[src/rtl/priority_arbiter.sv]
`default_nettype none
// ============================================================================
//  Module      : priority_arbiter
//  Description : 8-requester arbiter with a three-state FSM (IDLE, GRANT,
//                RELEASE). In IDLE the winner is chosen by one of two rules.
//                Fixed mode gives the grant to the highest-indexed request.
//                Round-robin mode searches downward from (last_id - 1) and
//                wraps from 0 to 7. A grant is held until the owner pulses
//                done, the owner drops its request, or MAX_HOLD cycles pass.
//                A release at MAX_HOLD with no other cause raises a one-cycle
//                timeout pulse in RELEASE.
//  Ports       : clk         - single clock, rising edge
//                rst         - synchronous active-high reset
//                req[7:0]    - request lines, bit n = requester n
//                done        - owner's release pulse (ignored unless granted)
//                rr_mode     - 0 fixed priority, 1 round-robin (IDLE only)
//                grant[7:0]  - registered one-hot grant
//                grant_id    - binary index of the granted requester
//                grant_valid - high while grant is non-zero
//                timeout     - one-cycle pulse after a forced release
//  Revision    : 1.0 - initial release
// ============================================================================
module priority_arbiter #(
    parameter int MAX_HOLD = 16
) (
    input  logic       clk,
    input  logic       rst,
    input  logic [7:0] req,
    input  logic       done,
    input  logic       rr_mode,
    output logic [7:0] grant,
    output logic [2:0] grant_id,
    output logic       grant_valid,
    output logic       timeout
);

    localparam logic [1:0] S_IDLE    = 2'd0;
    localparam logic [1:0] S_GRANT   = 2'd1;
    localparam logic [1:0] S_RELEASE = 2'd2;

    localparam logic [7:0] C_MAX_HOLD = 8'(MAX_HOLD);

    logic [1:0] r_state;
    logic [7:0] r_hold;
    logic [2:0] r_last_id;

    logic [2:0] w_fixed_id;
    logic [2:0] w_rr_id;
    logic       w_rr_found;
    logic [2:0] w_idx;
    logic [2:0] w_win_id;
    logic       w_owner_req;
    logic       w_hold_max;
    logic       w_end;
    logic       w_forced;

    // Fixed priority: ascending scan, so the last asserted bit (highest) wins.
    always_comb begin
        w_fixed_id = 3'd0;
        for (int i = 0; i < 8; i++) begin
            if (req[i]) begin
                w_fixed_id = 3'(i);
            end
        end
    end

    // Round-robin: probe last_id-1, last_id-2, ... down to last_id itself.
    // The 3-bit subtraction wraps 0 -> 7, and the eighth probe lands back on
    // last_id so a lone requester is granted again.
    always_comb begin
        w_rr_id    = 3'd0;
        w_rr_found = 1'b0;
        w_idx      = 3'd0;
        for (int k = 1; k <= 8; k++) begin
            w_idx = r_last_id - 3'(k);
            if (!w_rr_found && req[w_idx]) begin
                w_rr_id    = w_idx;
                w_rr_found = 1'b1;
            end
        end
    end

    assign w_win_id    = rr_mode ? w_rr_id : w_fixed_id;
    assign w_owner_req = req[grant_id];
    assign w_hold_max  = (r_hold == C_MAX_HOLD);
    assign w_end       = done | ~w_owner_req | w_hold_max;
    // A release at the hold limit is only "forced" if nothing else caused it.
    assign w_forced    = w_hold_max & ~done & w_owner_req;

    always_ff @(posedge clk) begin
        if (rst) begin
            r_state     <= S_IDLE;
            r_hold      <= 8'd0;
            r_last_id   <= 3'd0;
            grant       <= 8'd0;
            grant_id    <= 3'd0;
            grant_valid <= 1'b0;
            timeout     <= 1'b0;
        end else begin
            case (r_state)
                S_IDLE: begin
                    timeout <= 1'b0;
                    if (|req) begin
                        r_state     <= S_GRANT;
                        grant       <= 8'd1 << w_win_id;
                        grant_id    <= w_win_id;
                        grant_valid <= 1'b1;
                        r_hold      <= 8'd1;
                        r_last_id   <= w_win_id;
                    end else begin
                        grant       <= 8'd0;
                        grant_id    <= 3'd0;
                        grant_valid <= 1'b0;
                    end
                end
                S_GRANT: begin
                    if (w_end) begin
                        r_state     <= S_RELEASE;
                        grant       <= 8'd0;
                        grant_valid <= 1'b0;
                        timeout     <= w_forced;
                        r_hold      <= 8'd0;
                    end else begin
                        r_hold <= r_hold + 8'd1;
                    end
                end
                S_RELEASE: begin
                    // grant_id stays visible through RELEASE, clears in IDLE.
                    r_state  <= S_IDLE;
                    timeout  <= 1'b0;
                    grant_id <= 3'd0;
                end
                default: begin
                    r_state     <= S_IDLE;
                    grant       <= 8'd0;
                    grant_id    <= 3'd0;
                    grant_valid <= 1'b0;
                    timeout     <= 1'b0;
                    r_hold      <= 8'd0;
                end
            endcase
        end
    end

endmodule
`default_nettype wire

[config.mk]
export PLATFORM = sky130hd
export DESIGN_NAME = priority_arbiter
export DESIGN_NICKNAME = d
export VERILOG_FILES = /design/src/rtl/priority_arbiter.sv
export SDC_FILE = /design/constraint.sdc
export NUM_CORES = 1
export LEC_CHECK = 0
export ABC_AREA = 1
export CELL_PAD_IN_SITES_DETAIL_PLACEMENT = 0
export CELL_PAD_IN_SITES_GLOBAL_PLACEMENT = 1
export CORE_MARGIN = 2
export CORE_UTILIZATION = 40
export DETAILED_ROUTE_END_ITERATION = 10
export GPL_ROUTABILITY_DRIVEN = 0
export GPL_TIMING_DRIVEN = 0
export PLACE_DENSITY = 0.82
export RECOVER_POWER = 100
export SYNTH_ARGS = -nofsm -noshare
export SYNTH_HDL_FRONTEND = slang
export SYNTH_SLANG_ARGS = --single-unit
[constraint.sdc]
create_clock -name clk -period 7.1 [get_ports clk]
set_clock_uncertainty 0.2 [all_clocks]
set_input_delay 1.065 -clock clk [delete_from_list [all_inputs] [get_ports clk]]
set_output_delay 1.065 -clock clk [all_outputs]
set_load 0.02 [all_outputs]
==> metrics.txt, run 1 <==
Cells after Synth=roughly 320; Reg2Reg Setup Slack=roughly 3.6 ns; Post-synth top cells=79 x nand2_1, 40 x nand3_1, 39 x inv_1; Final HPWL DP=4090 um; busiest grt layer=met2; Final Hold Fails=0; vias in the first global route=about 2000; CP required=7.11 ns; # resized after CTS=0; die area=slightly below 6000 um2; First-pass DRT Iterations=4; # DRC=0; Final Max Slew Viols=0; number of CTS-inserted buffers=3; Clock Latency Late Sink=around 0.27 ns; Ys Warns=0; post-synthesis adder-cell area fraction=2.35%; Worst-Margin Slew=0.862 ns; most common cell in the netlist=nand2_1; fraction of layout cells with a size suffix above 1=13.1%; FFs w/ async S/R, synth=0%; sequential area share after synthesis=24.4%; Reg-to-Reg Start=r_last_id[0]; pin count of the biggest net entering global routing=16; number of synthesized flops with an enable pin=0; WL final=4990 um; # Max-Cap Violations=0; PwrDens=roughly 470 nW/um2; CTS tree=built; GR Util met2=33.5%; placed insts=418; core area=~5100 um2; min Tclk post-route=approximately 3.7 ns; Routed Antenna Nets=0; via count=2079; Die W=around 77 um; Final Setup Violations=0; GR Overflow Total=0; post-synthesis xor/xnor area fraction=~3.1%; I/O Pins=25; synthesized flop and latch total=26; fill count=about 600; largest cells by area after synthesis=dfxtp_1 24%, nand2_1 14%, nand3_1 9.4%; initial antenna violation count=0; hold depth=2; main combinational cell family by area after synthesis=simple AND/OR/NAND/NOR gates; Lkg Pwr=1.16 nW; Peak VDD IR=around 190 uV; hold buffer count at cts=0; clk buf depth=2; H-tree Lvls=1; status=finished, final reports clean; number of vias per cell=between 4 and 5; die height=just under 80 um; Synth Flop Type=dfxtp_1; # diodes=0; gr usage total=17.4%; Routed WL per cell=11.8 um; area leader, netlist=dfxtp_1; post-route insts no fill=roughly 420; Sinks on Clock Net=26; GR Layer Usage met3=1.29%; post-synth cell types=39; synthesized area per cell=6.58 um2; Highest Clock Rate=0.272 GHz; post-synthesis mux area share=0%; hold_sp=grant[5]; Worst Hold Path EP=grant[5]; top cell type's share of synthesized area=24.4%; mapped cell area=2130 um2; Final Core Density=48.6%; Area Growth Syn to Fin=17.1%; first-pass GRT wire length=8580 um; Root Driver=clkbuf_8; CTS clock-pin slew for the worst setup and hold paths=~0.09 ns; post-CTS setup buffers=0; syn nets=340; M1 GR Usage=20.4%; Max-slew headroom=41.9%; Critical Path AT=3.68 ns; Tcrit/Tclk final=between 50 and 60%; Worst Setup End Kind=register; Initial Util=41.5%; compound-gate portion of the synthesized area=11.0%; Rows=26; CP startpoint kind=input port; Nets=roughly 370; CP max FO=6; RSZ-0062 raised after global routing=false; Iteration-0 DRC Markers=99; FF-to-FF path depth=17; total negative slack=0 ns; Hold Path Class=register to register; reg2reg end=grant[6]; PortBufs=24; Crit Path Category=input port to register; Post-Synth Simple-Gate Area=about half
==> worst max-delay path, stage by stage <==
cell	delay (ns)
dlygate4sd3_1	0.60
nand2_1	0.14
nand3_1	0.11
nand2_1	0.10
nand2_1	0.05
nand2_1	0.22
nand3_2	0.10
nor2_1	0.21
nand4_1	0.13
nand3_1	0.12
nor2_1	0.07
nor3_1	0.44
nand3_1	0.17
a21oi_1	0.16
==> state kept, by name, indices dropped and copies added, names as in the netlist <==
register / flops
grant: 8
grant_id: 3
grant_valid: 1
r_hold: 8
r_last_id: 3
r_state: 2
timeout: 1
==> how the worst max path moves through the flow <==
stage / from / endpoint / slack, ns / cells after the start
detailed placement: req[2] / r_hold[6] / 3.58 / 14
finish: req[2] / grant[6] / 3.43 / 14
CTS: req[2] / r_hold[6] / 3.85 / 14
floorplan: r_last_id[0] / grant_id[1] / 4.42 / 18
global placement: req[2] / r_hold[6] / 3.58 / 14
global route: req[2] / grant[6] / 3.14 / 14
==> cells in the final DEF, fill, tap and decap left out, types with 8 or more instances in the layout <==
master           netlist  layout
nand2_2               10       8
nand3_1               40      41
a21oi_1               19      19
clkdlybuf4s50_1        0      10
nand4_1                9       9
nand2_1               79      81
o21ai_0               10      11
nand3_2               11      10
nor2_1                27      30
dfxtp_1               26      26
dlygate4sd3_1          0      14
inv_1                 39      39
==> where the power goes <==
part           internal, mW  total [mW]  switching, mW
logic                 0.283       0.851          0.568
clock network        0.0754       0.121         0.0452
registers             0.175       0.193         0.0180
total                 0.534        1.16          0.631
==> cells by family (layout without fill, tap and decap cells) <==
kind of cell,Yosys count,in the layout
fa+ha+maj,4,4
xor+xnor,5,5
buf+inv,49,77
compound gates,41,41
simple gates,199,199
flops,26,26
==> layer usage <==
layer | vias up | routed length [um]
li1 | 1116 | -
met3 | 5 | 83
met5 | - | 0
met1 | 933 | 2320
met2 | 25 | 2520
met4 | 0 | 59
==> through the flow <==
stage | worst slack (ns) | power [mW] | hold slack [ns] | area, um2
2_1_floorplan | 4.42 | 0.888 | 0.280 | 2130
3_3_place_gp | 3.58 | 1.08 | 0.255 | 2460
3_5_place_dp | 3.58 | 1.08 | 0.258 | 2460
4_1_cts | 3.85 | 1.20 | 0.272 | 2530
5_1_grt | 3.14 | 1.28 | 0.295 | 2500
6_report | 3.43 | 1.16 | 0.262 | 2500
==> final cells by class <==
class	instances	area [um2]	area share, %
well taps	70	87.6	3.51
flip-flops and latches	26	520	20.8
repair buffers	24	240	9.62
plain buffers	5	50.0	2.00
multi-input cells	249	1360	54.5
clock buffers	3	41.3	1.65
clock inverters	1	30.0	1.20
inverters	44	168	6.71
Power figures use the tool's default switching activity.
==> run 2, diff against run 1 <==
- CORE_UTILIZATION: 40 -> 36
- PLACE_DENSITY: 0.82 -> 0.78
- clock period: 7.1 -> 2.9 ns (I/O delays scaled with it)
==> run 2 against run 1 <==
Compared with the run above: first-iteration DRC count rose by 4.0%; total power rose to 3.0 times the previous value; register-to-register slack got worse by 3.4 ns; sequential share of layout area fell by 2.4 points; worst hold slack improved by 0.0043 ns; cell area rose by 13%; clock power rose by 150%; core utilization rose by 0.078 points; count of clock-buffer cells in the layout did not move; sequential power rose by 150%; wire length rose by 11%; via count rose by 4.2%; largest power group unchanged.
==> metrics.txt, run 2 (synthesis results as in run 1) <==
status=finished, final reports clean; GR Util met2=31.7% (-1.8 points); Tcrit/Tclk final=94.4%; placed insts=423 (+1.2%); Worst-Margin Slew=0.576 ns (-0.286 ns); total negative slack=0 ns (unchanged); busiest grt layer=met2; Critical Path AT=2.75 ns (-0.93 ns); CP max FO=6 (unchanged); Worst Setup End Kind=register; cell internal pwr=1.62 mW (+200%); PwrDens=1230 nW/um2 (+160%); CTS tree=built; core area=5820 um2 (+13%); WL final=5540 um (+11%); Peak VDD IR=525 uV (+180%); Crit Path Category=register to register; CP Buf/Inv Count=2 (+1); Routed WL per cell=12.6 um (+6.5%); Clock power frac=8.6% (-1.8 points); fraction of layout cells with a size suffix above 1=24.1% (+11 points); I/O Pins=25 (unchanged); Final Max Slew Viols=0 (unchanged); via count=2166 (+4.2%); # DRC=0 (unchanged); post-placement cell area=2470 um2 (+0.25%); Final HPWL DP=4220 um (+3.2%); first-pass GRT wire length=8890 um (+3.7%); fill count=614 (+5.0%); Rows=28 (+7.7%); Regs by FF count=grant (8), r_hold (8); Area Growth Syn to Fin=32.7%; die height=81.0 um (+5.1%); sw frac=53.3% (-0.93 points); vias in the first global route=1990 (-1.6%); CP Cell Sequence=clkinvlp_4, ha_4, inv_8, nand3_4, nand3_4, nand2_8, nor2_8, nand4_4, nor2_4, nand3_2, nand2_2, nor2_4, nor3_4, nand3_1, a21oi_1; initial antenna violation count=0 (unchanged); Psw=1.85 mW (+190%); Root Driver=clkbuf_8; delay-heaviest family, CP=simple AND/OR/NAND/NOR gates; gr usage total=17.1% (-0.30 points); # Max-Cap Violations=0 (unchanged); GR Overflow Total=0 (unchanged); Max-slew headroom=61.3% (+19 points); Die W=81.0 um (+5.1%); # diodes=0 (unchanged); number of vias per cell=4.92 (about the same); Routed Antenna Nets=0 (unchanged); Highest Clock Rate=0.365 GHz; min Tclk post-route=2.74 ns; pin count of the biggest net entering global routing=16 (unchanged); CP required=2.91 ns (-4.20 ns); Initial Util=36.7% (-4.8 points); GR Layer Usage met3=1.44% (+0.15 points); Clock Latency Late Sink=0.28 ns (about the same); Nets=382 (+3.5%); Final Setup Violations=0 (unchanged); First-pass DRT Iterations=4 (unchanged); most common cell after layout, fill and taps aside=nand2_1; H-tree Lvls=1 (unchanged); Lkg Pwr=1.26 nW (+7.8%); CP max stage cell=dfxtp_2; crit-path max cell delay=0.37 ns (-0.23 ns); clk buf depth=2 (unchanged); Sinks on Clock Net=26 (unchanged); post-route insts no fill=440 (+4.3%); fin area=2830 um2 (+13%); CTS clock-pin slew for the worst setup and hold paths=0.09 ns (about the same); PortBufs=24 (unchanged); CP startpoint kind=register; Flop pwr share=13.8% (-2.8 points); M1 GR Usage=20.9% (+0.42 points); Hold Path Class=register to register; die area=6550 um2 (+11%); number of CTS-inserted buffers=3 (unchanged); Final Hold Fails=0 (unchanged); Iteration-0 DRC Markers=103 (+4.0%); Comb pwr share=77.6% (+4.6 points); most frequent cells in the layout=75 x nand2_1, 37 x inv_1, 30 x nand3_1
## run 2: cell count changes in the layout (fill, tap and decap cells not counted), sizes merged
cell and change:
buf +13, clkinvlp +1, inv -1
## run 2: final timing paths
path | startpoint | to | depth (start not counted) | slack, ns
worst min register to register | grant[0] | grant[0] | 2 | 0.27
worst min-delay path | grant[0] | grant[0] | 2 | 0.27
worst max-delay path | r_last_id[1] | grant[6] | 15 | 0.16
worst max register to register | r_last_id[1] | grant[6] | 15 | 0.16
## run 2: worst reg2reg max path: stages, from the launching register on
cell and delay [ns]:
dfxtp_2 0.37, clkinvlp_4 0.17, ha_4 0.35, inv_8 0.10
nand3_4 0.08, nand3_4 0.12, nand2_8 0.08, nor2_8 0.12
nand4_4 0.10, nor2_4 0.17, nand3_2 0.09, nand2_2 0.08
nor2_4 0.06, nor3_4 0.29, nand3_1 0.13, a21oi_1 0.15
## run 2: power groups by stage
stage,logic [mW],clock network (mW),registers [mW]
2_1_floorplan,1.64,0,0.533
3_3_place_gp,2.15,0,0.485
3_5_place_dp,2.16,0,0.485
4_1_cts,2.21,0.308,0.477
5_1_grt,2.96,0.319,0.491
6_report,2.70,0.300,0.479
## run 2: cell type report
type	count	area (um2)	share of cell area, %
multi-input cells	249	1580	55.9
flip-flops and latches	26	523	18.5
repair buffers	38	345	12.2
inverters	44	184	6.50
well taps	75	93.8	3.32
clock buffers	3	41.3	1.46
clock inverters	1	30.0	1.06
plain buffers	4	30.0	1.06
## run 2: metal layers
layer	vias to the layer above	part of all wire [%]
li1	1150	-
met1	980	44
met2	30	52
met3	6	1.9
met4	0	1.6
met5	-	0
## run 2: metrics by stage
step | setup slack [ns] | utilization, % | power (mW) | hold WS, ns
after floorplan | 0.218 | - | 2.17 | 0.280
after global placement | -0.213 | 42.4 | 2.63 | 0.254
after CTS | 0.0550 | 43.9 | 2.99 | 0.273
after global routing | -0.0231 | 48.7 | 3.77 | 0.284
final | 0.163 | 48.7 | 3.47 | 0.267
after detailed placement | -0.235 | 42.4 | 2.64 | 0.260
## run 2: repair_timing
| action | 4_1_cts | 5_1_grt |
|---|---|---|
| hold buffers | 0 | 0 |
| pin swaps | 0 | 16 |
| setup buffers | 0 | 14 |
| resized for setup | 5 | 40 |
| setup endpoints to repair | 14 | 15 |
